**src/rtl/noc_node_injector.sv**
```systemverilog
// Host-side packet injector for one circulant NoC router: queues destination requests and
// injects them one at a time, leaving enough idle cycles for each packet to clear the network.
module noc_node_injector #(
    parameter int unsigned NODE_COUNT = 49,
    parameter int unsigned GAP        = 5,
    parameter int unsigned FIFO_DEPTH = 4
) (
    input  logic        clk,
    input  logic        rst,
    input  logic [5:0]  router_name,
    input  logic        req_valid,
    input  logic [5:0]  req_dest,
    output logic        req_ready,
    output logic [12:0] pkt_out,
    input  logic        delivered,
    output logic        err_dest,
    output logic        tx_busy,
    output logic [15:0] tx_count,
    output logic [15:0] rx_count
);

    localparam int unsigned PtrW  = (FIFO_DEPTH < 2) ? 1 : $clog2(FIFO_DEPTH);
    localparam int unsigned CntW  = PtrW + 1;
    localparam int unsigned GapW  = (GAP < 1) ? 1 : $clog2(GAP + 1);
    localparam logic [6:0]  DestLimit = 7'(NODE_COUNT);

    typedef enum logic [0:0] {StIdle, StGapWait} state_e;

    state_e            state_q;
    logic [GapW-1:0]   gap_q;
    logic [5:0]        mem_q [FIFO_DEPTH];
    logic [PtrW-1:0]   rd_ptr_q, wr_ptr_q;
    logic [CntW-1:0]   count_q, count_d;
    logic [12:0]       pkt_q;
    logic              err_q, busy_q;
    logic [15:0]       tx_count_q, rx_count_q;

    logic accept, dest_ok, push, pop, busy_d;

    // Self-addressed packets are injected like any other, so the router number is not needed.
    logic unused_router_name;
    assign unused_router_name = ^router_name;

    assign req_ready = (count_q != CntW'(FIFO_DEPTH));
    assign accept    = req_valid && req_ready;
    assign dest_ok   = ({1'b0, req_dest} < DestLimit);
    assign push      = accept && dest_ok;
    assign pop       = (state_q == StIdle) && (count_q != '0);

    always_comb begin
        count_d = count_q;
        case ({push, pop})
            2'b10:   count_d = count_q + CntW'(1);
            2'b01:   count_d = count_q - CntW'(1);
            default: count_d = count_q;
        endcase
    end

    // Busy reflects the state after this edge so the registered flag tracks queue and FSM.
    always_comb begin
        busy_d = (count_d != '0);
        if (state_q == StIdle) begin
            if (pop && (GAP != 0)) busy_d = 1'b1;
        end else if (gap_q > GapW'(1)) begin
            busy_d = 1'b1;
        end
    end

    always_ff @(posedge clk) begin
        if (push) mem_q[wr_ptr_q] <= req_dest;
    end

    always_ff @(posedge clk) begin
        if (rst) begin
            rd_ptr_q <= '0;
            wr_ptr_q <= '0;
            count_q  <= '0;
            err_q    <= 1'b0;
            busy_q   <= 1'b0;
        end else begin
            if (push) wr_ptr_q <= wr_ptr_q + PtrW'(1);
            if (pop)  rd_ptr_q <= rd_ptr_q + PtrW'(1);
            count_q <= count_d;
            err_q   <= accept && !dest_ok;
            busy_q  <= busy_d;
        end
    end

    always_ff @(posedge clk) begin
        if (rst) begin
            state_q    <= StIdle;
            gap_q      <= '0;
            pkt_q      <= '0;
            tx_count_q <= '0;
        end else begin
            pkt_q <= '0;
            case (state_q)
                StIdle: begin
                    if (pop) begin
                        pkt_q <= {1'b1, 6'b0, mem_q[rd_ptr_q]};
                        if (tx_count_q != 16'hFFFF) tx_count_q <= tx_count_q + 16'd1;
                        if (GAP != 0) begin
                            state_q <= StGapWait;
                            gap_q   <= GapW'(GAP);
                        end
                    end
                end
                StGapWait: begin
                    gap_q <= gap_q - GapW'(1);
                    if (gap_q <= GapW'(1)) state_q <= StIdle;
                end
                default: state_q <= StIdle;
            endcase
        end
    end

    always_ff @(posedge clk) begin
        if (rst) begin
            rx_count_q <= '0;
        end else if (delivered && (rx_count_q != 16'hFFFF)) begin
            rx_count_q <= rx_count_q + 16'd1;
        end
    end

    assign pkt_out  = pkt_q;
    assign err_dest = err_q;
    assign tx_busy  = busy_q;
    assign tx_count = tx_count_q;
    assign rx_count = rx_count_q;

endmodule
```
**config.mk**
```make
export PLATFORM = sky130hd
export DESIGN_NAME = noc_node_injector
export DESIGN_NICKNAME = d
export VERILOG_FILES = /design/src/rtl/noc_node_injector.sv
export SDC_FILE = /design/constraint.sdc
export NUM_CORES = 1
export LEC_CHECK = 0
export ABC_AREA = 1
export BUFFER_PORTS_ARGS = -buffer_cell sky130_fd_sc_hd__buf_2
export CAP_MARGIN = 10
export CORE_MARGIN = 2
export CORE_UTILIZATION = 50
export DETAILED_ROUTE_END_ITERATION = 16
export PLACE_DENSITY = 0.72
export SETUP_SLACK_MARGIN = 0.05
export SKIP_CTS_REPAIR_TIMING = 1
export SYNTH_ARGS = -nofsm -noshare
export SYNTH_HDL_FRONTEND = slang
export SYNTH_SLANG_ARGS = --single-unit
```
**constraint.sdc**
```tcl
create_clock -name clk -period 3.6 [get_ports clk]
set_input_delay 0.18 -clock clk [delete_from_list [all_inputs] [get_ports clk]]
set_output_delay 0.18 -clock clk [all_outputs]
set_load 0.005 [all_outputs]
```
Word-level counts from Yosys, hierarchy flattened --
Memories as Yosys holds them, arrays and structs flattened. A register that Yosys moved wholly into a read port is not among the register bits. Cells that the tools add are included.
Storage, ports and cells: bits in registers 58, RAM bits 24, bits of input ports 16, output and inout bits 48, memories 1
Memory list:
- mem_q | depth 4, width 6, rd ports 1, clocked after Yosys merged registers in 1, wr ports 1, line 31 | logic [5:0] mem_q [FIFO_DEPTH];
Cells by class: add/sub/neg operators 7, order comparisons 3, equal/unequal tests 6, mux-type cells 14, bitwise gates (word level) 2, reductions and logical operators 11
Operator list (number):
- $add 16x1->16 const B | 2
- $ne 16x16->1 const B | 2
- $mux 13 | 1
- $pmux 3 s2 | 2
- $mux 1 | 7
- $lt 6x6->1 const B | 1
- $reduce_bool 3->1 | 2
- $sub 3x1->3 const B | 2
- $logic_and 1x1->1 | 5
- $add 2x1->2 const B | 2
- $mux 2 | 2
- $add 3x1->3 const B | 1
- $gt 3x1->1 const B | 1
- $le 3x1->1 const B | 1
- $mux 3 | 1
- $ne 3x3->1 const B | 1
- $reduce_and 3->1 | 1
- $reduce_or 3->1 | 1
- $eq 2x1->1 const B | 1
- $eq 2x2->1 const B | 1
- $ne 2x2->1 const B | 1
- $not 1->1 | 2
- $pmux 1 s2 | 1
- $reduce_or 2->1 | 1
- $logic_not 1->1 | 1

Logic depth before layout (Yosys ltp) --
Gate-level depths: netlist of run 1.
word-level depth 8, depth in mapped cells 12, depth with buffers taken out 12

Worst setup path before layout of run 1 --
Ideal clock, no wire load.
kind register to register, start reg count_q[1], end reg count_q[2], setup time 65 ps, arrival 1990 ps, data required time 3535 ps, path slack 1545 ps, cell stages (with the launch flop) 12, path through dfxtp_1 -> nor2_2 -> a21boi_0 -> nand2_1 -> ha_1 -> inv_1 -> fa_1 -> or2_2 -> nand2_1 -> xor2_1 -> inv_1 -> nor2_1
Between the ends: word-level cells in the longest chain between the ends 5
Ends and longest elaborated chain:
- start, declared | line 33 | logic [CntW-1:0] count_q, count_d;
- start signal, assigned | line 83 | count_q <= count_d;
- $ne 3x3->1 | line 44 | assign req_ready = (count_q != CntW'(FIFO_DEPTH));
- $logic_and 1x1->1 | line 45 | assign accept = req_valid && req_ready;
- $logic_and 1x1->1 | line 47 | assign push = accept && dest_ok;
- $eq 2x1->1 / $eq 2x2->1 (equally long branches) | line 52 | case ({push, pop})
- $pmux 3 s2 * | line 52
Mark *: on every way between the ends. The rest lies on a longest branch, timed or not. A chain may end at the register's enable or synchronous reset.

Worst setup path in the final report of run 1 --
Ends and elaborated chain as after synthesis.

==> results_dict.tcl, run 1 <==
set metrics [dict create \
    gp_congestion 0.825 \
    synth_top_area_cell "dfxtp_1" \
    synth_common_cells "nand2_1 (98), nor2_1 (78), dfxtp_1 (54)" \
    cts_root_buf "clkbuf_8" \
    clkLatencyLatePin_ns 0.36 \
    total_power_w 0.00233 \
    num_vias 3132 \
    period_minus_slack_ns 2.34 \
    finalSetupViolCount 0 \
    yosys-top-cells-area "dfxtp_1 (28%), edfxtp_1 (19%), nand2_1 (9.6%), nor2_1 (7.7%), inv_1 (4.5%)" \
    rsz0062_at_grt "no" \
    cts_buffers 9 \
    nets 554 \
    syn_avg_cell_area_um2 7.99 \
    ys_ff_latch 78 \
    ant_nets 0 \
    post-dp-hpwl_um 5340 \
    syn_to_final_growth_pct 11.8 \
    io_buffers 51 \
    holdWs_ns 0.0473 \
    finalClockSkew_ns 0.0132 \
    grt_max_degree 30 \
    reg2reg_depth 11 \
    synth_ff_type "dfxtp_1" \
    drt-pass1-iter-count 4 \
    fin_crit_sh 0.650 \
    grt_pass1_vias 2944 \
    fmax_ghz 0.427 \
    netlist.area_leader.share 0.283 \
    drc 0 \
    ys.warnings.count 0 \
    die_area_um2 8360 \
    io_pins 64 \
    wl_um 7600 \
    coreArea_um2 7330 \
    worst_slew_pin_slew_ns 0.667 \
    viasPerCell 4.96 \
    endpoint_kind "register" \
    row_count 31 \
    clock-sinks 78 \
    die_w_um 91.4 \
    maxSlewHeadroom 0.555 \
    crit_path_start_kind "register" \
    cp.required_ns 3.88 \
    r2r-start "count_q[1]" \
    cts_tree "built" \
    ir_worst_vdd_v 0.000204 \
    finalHoldViolCount 0 \
    cp_max_fo 9 \
    start_util 0.521 \
    antenna_cells 0 \
    clock_path_buffers 2 \
    fp.dieH_um 91.4 \
    r2r_slack_ns 1.26 \
    track_usage 0.193 \
    max-cap-violations 0 \
    power_density_nw_per_um2 545 \
    setup.worst_path.end "count_q[2]" \
    clk_pin_slew_ns 0.09 \
    drt_iter0_markers 145 \
    synth_cells 478 \
    drive_gt1_frac 0.191 \
    grt_overflow 0 \
    yosysSeqAreaShare 0.472 \
    synth.most_common_cell "nand2_1" \
    hold_path_class "input port to register" \
    r2r-end "count_q[2]" \
    synth_edf_count 24 \
    leakagePower_nw 1.76 \
    worst-setup-path-type "register to register" \
    cp-startpoint "count_q[1]" \
    status "finished clean" \
    synth_cell_types 34 \
    wl_per_cell_um 12.0 \
    grt_pass1_wl_um 13000 \
    fillers 661 \
    syn-cell-area_um2 3820 \
    async_flop_share 0 \
    antenna_found_initial 0 \
    maxSlewViolCount 0 \
    critPathArrivalTime_ns 2.62 \
    setup_tns_ns 0 \
    htreeDepth 3 \
]
critical path, stage by stage (launching register included):
cell and delay, ns:
dfxtp_1 0.34, nor2_2 0.17, a21boi_0 0.16, nand2_1 0.29
ha_1 0.20, inv_1 0.06, fa_1 0.38, or2_2 0.30
nand2_1 0.08, xor2_1 0.18, inv_1 0.06, nor2_1 0.08
how the worst min path moves through the flow:
stage,start,slack [ns],cells past startpoint,end
final,req_dest[1],0.05,1,mem_q[1][1]
after global routing,req_dest[1],0.05,1,mem_q[1][1]
after CTS,req_dest[1],0.04,1,mem_q[1][1]
after detailed placement,req_dest[1],0.42,1,mem_q[1][1]
after global placement,req_dest[2],0.41,1,mem_q[3][2]
after floorplan,req_dest[0],0.28,0,mem_q[0][0]
flip-flops by register name, summed over array words and instances (netlist names), named ones only:
| name | cells |
|---|---|
| gap_q | 3 |
| count_q | 3 |
| tx_busy | 1 |
| tx_count | 16 |
| err_dest | 1 |
| rd_ptr_q | 2 |
| rx_count | 16 |
| state_q | 1 |
| pkt_out | 7 |
| mem_q | 24 |
| wr_ptr_q | 2 |
cells in the final DEF (no fill, tap or decap), drive strengths merged, types with 2 or more instances in the layout:
cell type / Yosys / routed
xor2: 9 / 9
nor2: 89 / 89
nor3: 2 / 2
clkinv: 1 / 4
a21oi: 39 / 39
nand2: 108 / 108
buf: 12 / 51
ha: 9 / 9
dfxtp: 54 / 54
nand4: 11 / 11
conb: 1 / 6
edfxtp: 24 / 24
nand3: 32 / 32
xnor2: 4 / 4
inv: 48 / 51
nand3b: 2 / 2
clkbuf: 5 / 9
o21ai: 23 / 23
per-layer routing:
metal | part of all wire | GRT usage | vias up
met5 | 0 | 0 | -
met4 | 0.014 | 0.0795 | 0
met3 | 0.037 | 0.0315 | 8
met2 | 0.49 | 0.327 | 55
met1 | 0.46 | 0.244 | 1436
li1 | - | - | 1633
cells by family after synthesis:
group	synth area share
AO/OA/AOI/OAI	0.0956
XOR/XNOR	0.0298
adder cells (fa/ha/maj)	0.0347
buffers and inverters	0.0828
flip-flops	0.472
other	0.000981
AND/OR/NAND/NOR	0.285
area by class of cell:
type | instances | area [um^2] | area share
clock buffer | 9 | 124 | 0.0290
clock inverter | 7 | 56.3 | 0.0132
inverter | 49 | 189 | 0.0442
multi-input combinational | 339 | 1720 | 0.403
sequential | 78 | 1800 | 0.422
tap | 99 | 124 | 0.0290
timing repair buffer | 51 | 255 | 0.0598
per-stage QoR:
| step | instance area, um^2 | util | worst slack [ns] | instances |
|---|---|---|---|---|
| after floorplan | 3840 | - | 1.54 | 483 |
| after global placement | 4090 | 0.558 | 1.32 | 616 |
| after detailed placement | 4090 | 0.558 | 1.26 | 616 |
| after CTS | 4270 | 0.583 | 1.23 | 632 |
| after global routing | 4270 | 0.583 | 1.03 | 632 |
| final | 4270 | 0.583 | 1.26 | 632 |
report_power, final:
group          switching, W  internal (W)  leakage (nW)
Clock              0.000351      0.000259        0.0906
Combinational      0.000418      0.000202          1.01
Sequential        0.0000816       0.00102         0.659
Total              0.000850       0.00148          1.76
(Power assumes the default switching activity.)
==> run 2: changes to the inputs <==
Settings changed: PLACE_DENSITY 0.72 to 0.75.
Clock period 3.6 ns to 2 ns, I/O delays scaled along.
==> run 2 against run 1 <==
Global-route usage is 0.81 points higher. Largest power group unchanged. Critical path type unchanged. Clock power up 97%. Sequential share of layout area fell by 2.3 points. Design area rose by 5.8%. Clock-buffer cell count rose by 1. Largest cell class unchanged. Flip-flop and latch count stayed put. Non-clock buffer count grew 21. Hold slack improved by 0.086 ns. Clock skew is 0.0019 ns lower. Critical endpoint is now tx_busy. Total power up 100%. Cell count rose by 3.3%.
==> results_dict.tcl, run 2 (synthesis gave the netlist of run 1 again) <==
set metrics [dict create \
    drt-pass1-iter-count 4 \
    die_w_um 91.4 \
    setup_tns_ns 0 \
    finalClockSkew_ns 0.0114 \
    endpoint_kind "register" \
    clk_pin_slew_ns 0.08 \
    worst_slew_pin_slew_ns 0.579 \
    cts_root_buf "clkbuf_8" \
    largest_register_ff_count 24 \
    critPathArrivalTime_ns 2.24 \
    critical-path-slowest-cell "fa_2" \
    io_buffers 51 \
    fin_crit_sh 0.995 \
    regMostFlops "mem_q" \
    ant_nets 0 \
    cts_tree "built" \
    hold_path_class "input port to register" \
    reg2reg_depth 10 \
    antenna_cells 0 \
    fp.dieH_um 91.4 \
    max-cap-violations 0 \
    wl_per_cell_um 12.7 \
    slowest_delay_ns 0.37 \
    nets 575 \
    grt_overflow 0 \
    viasPerCell 4.96 \
    drive_gt1_frac 0.229 \
    cp_max_fo 4 \
    start_util 0.521 \
    post-place-ws_ns -0.0265 \
    gp_congestion 0.795 \
    die_area_um2 8360 \
    row_count 31 \
    status "finished clean" \
    syn_to_final_growth_pct 18.3 \
    cp.required_ns 2.25 \
    antenna_found_initial 0 \
    rsz0062_at_grt "yes" \
    ir_worst_vdd_v 0.000421 \
    cts_buffers 9 \
    grt_pass1_vias 2973 \
    leakagePower_nw 1.87 \
    wl_um 8280 \
    grt_max_degree 28 \
    clkLatencyLatePin_ns 0.36 \
    fmax_ghz 0.502 \
    drt_iter0_markers 181 \
    power_density_nw_per_um2 1030 \
    period_minus_slack_ns 1.99 \
    final_common_cell "nand2_1" \
    setup_slack_ns 0.00993 \
    post-route-util 0.617 \
    min_path_cells 4 \
    worst-setup-path-type "register to register" \
    drc 0 \
    finalSetupViolCount 0 \
    grt_pass1_wl_um 13500 \
    num_vias 3240 \
    maxSlewViolCount 0 \
    coreArea_um2 7330 \
    htreeDepth 3 \
    cp_cell_sequence "nor2_4 -> a21boi_2 -> nand2_2 -> ha_4 -> inv_4 -> fa_2 -> a21oi_2 -> nand2_4 -> xor2_2 -> o21a_1" \
    track_usage 0.201 \
    clock_path_buffers 2 \
    io_pins 64 \
    finalHoldViolCount 0 \
    fillers 645 \
    crit_path_start_kind "register" \
    worstPathBufferInverterCount 1 \
    post-dp-hpwl_um 5460 \
    clock-sinks 78 \
    maxSlewHeadroom 0.614 \
    cp_num_cells 10 \
    layout_common_cells "nand2_1 (95), nor2_1 (78), dfxtp_1 (52), buf_2 (51), inv_1 (44)" \
    critPathTopFamily "adder cells" \
]
run 2: tightest hold or removal path: stages:
cell and delay (ns):
buf_2 0.10, a21boi_2 0.16, nand2_1 0.06, nor2_1 0.03
run 2: report_power, final:
| part | internal, W | switching, W | total [W] |
|---|---|---|---|
| clock network | 0.000586 | 0.000611 | 0.00120 |
| logic | 0.000580 | 0.000942 | 0.00152 |
| registers | 0.00184 | 0.000116 | 0.00195 |
run 2: path summary, 6_finish.rpt:
check	from	end	slack, ns
setup reg to reg	count_q[1]	tx_busy	0.01
setup / recovery	count_q[1]	tx_busy	0.01
hold reg to reg	rd_ptr_q[0]	rd_ptr_q[0]	0.48
hold / removal	req_valid	err_dest	0.13
run 2: routing by layer:
layer  part of all wire  wire, um  GRT usage
met1               0.47      3910      0.255
met2               0.48      3960      0.335
met3              0.036       302     0.0473
met4              0.013       111     0.0707
met5                  0         0          0
run 2: cell type report:
class                      count  area (um^2)  area share
sequential                    78         1800       0.399
multi-input combinational    339         1780       0.393
timing repair buffer          72          430      0.0952
inverter                      49          191      0.0423
clock buffer                  10          128      0.0282
tap                           99          124      0.0274
clock inverter                 6         67.6      0.0149
run 2: per-stage QoR:
step / hold WS (ns) / cell area [um^2] / std cells / total power (W)
global placement: 0.328 / 4190 / 627 / 0.00322
CTS: -0.0424 / 4380 / 643 / 0.00449
floorplan: 0.199 / 3850 / 483 / 0.00290
finish: 0.134 / 4520 / 653 / 0.00467
detailed placement: 0.342 / 4190 / 627 / 0.00328
global route: 0.133 / 4520 / 653 / 0.00497
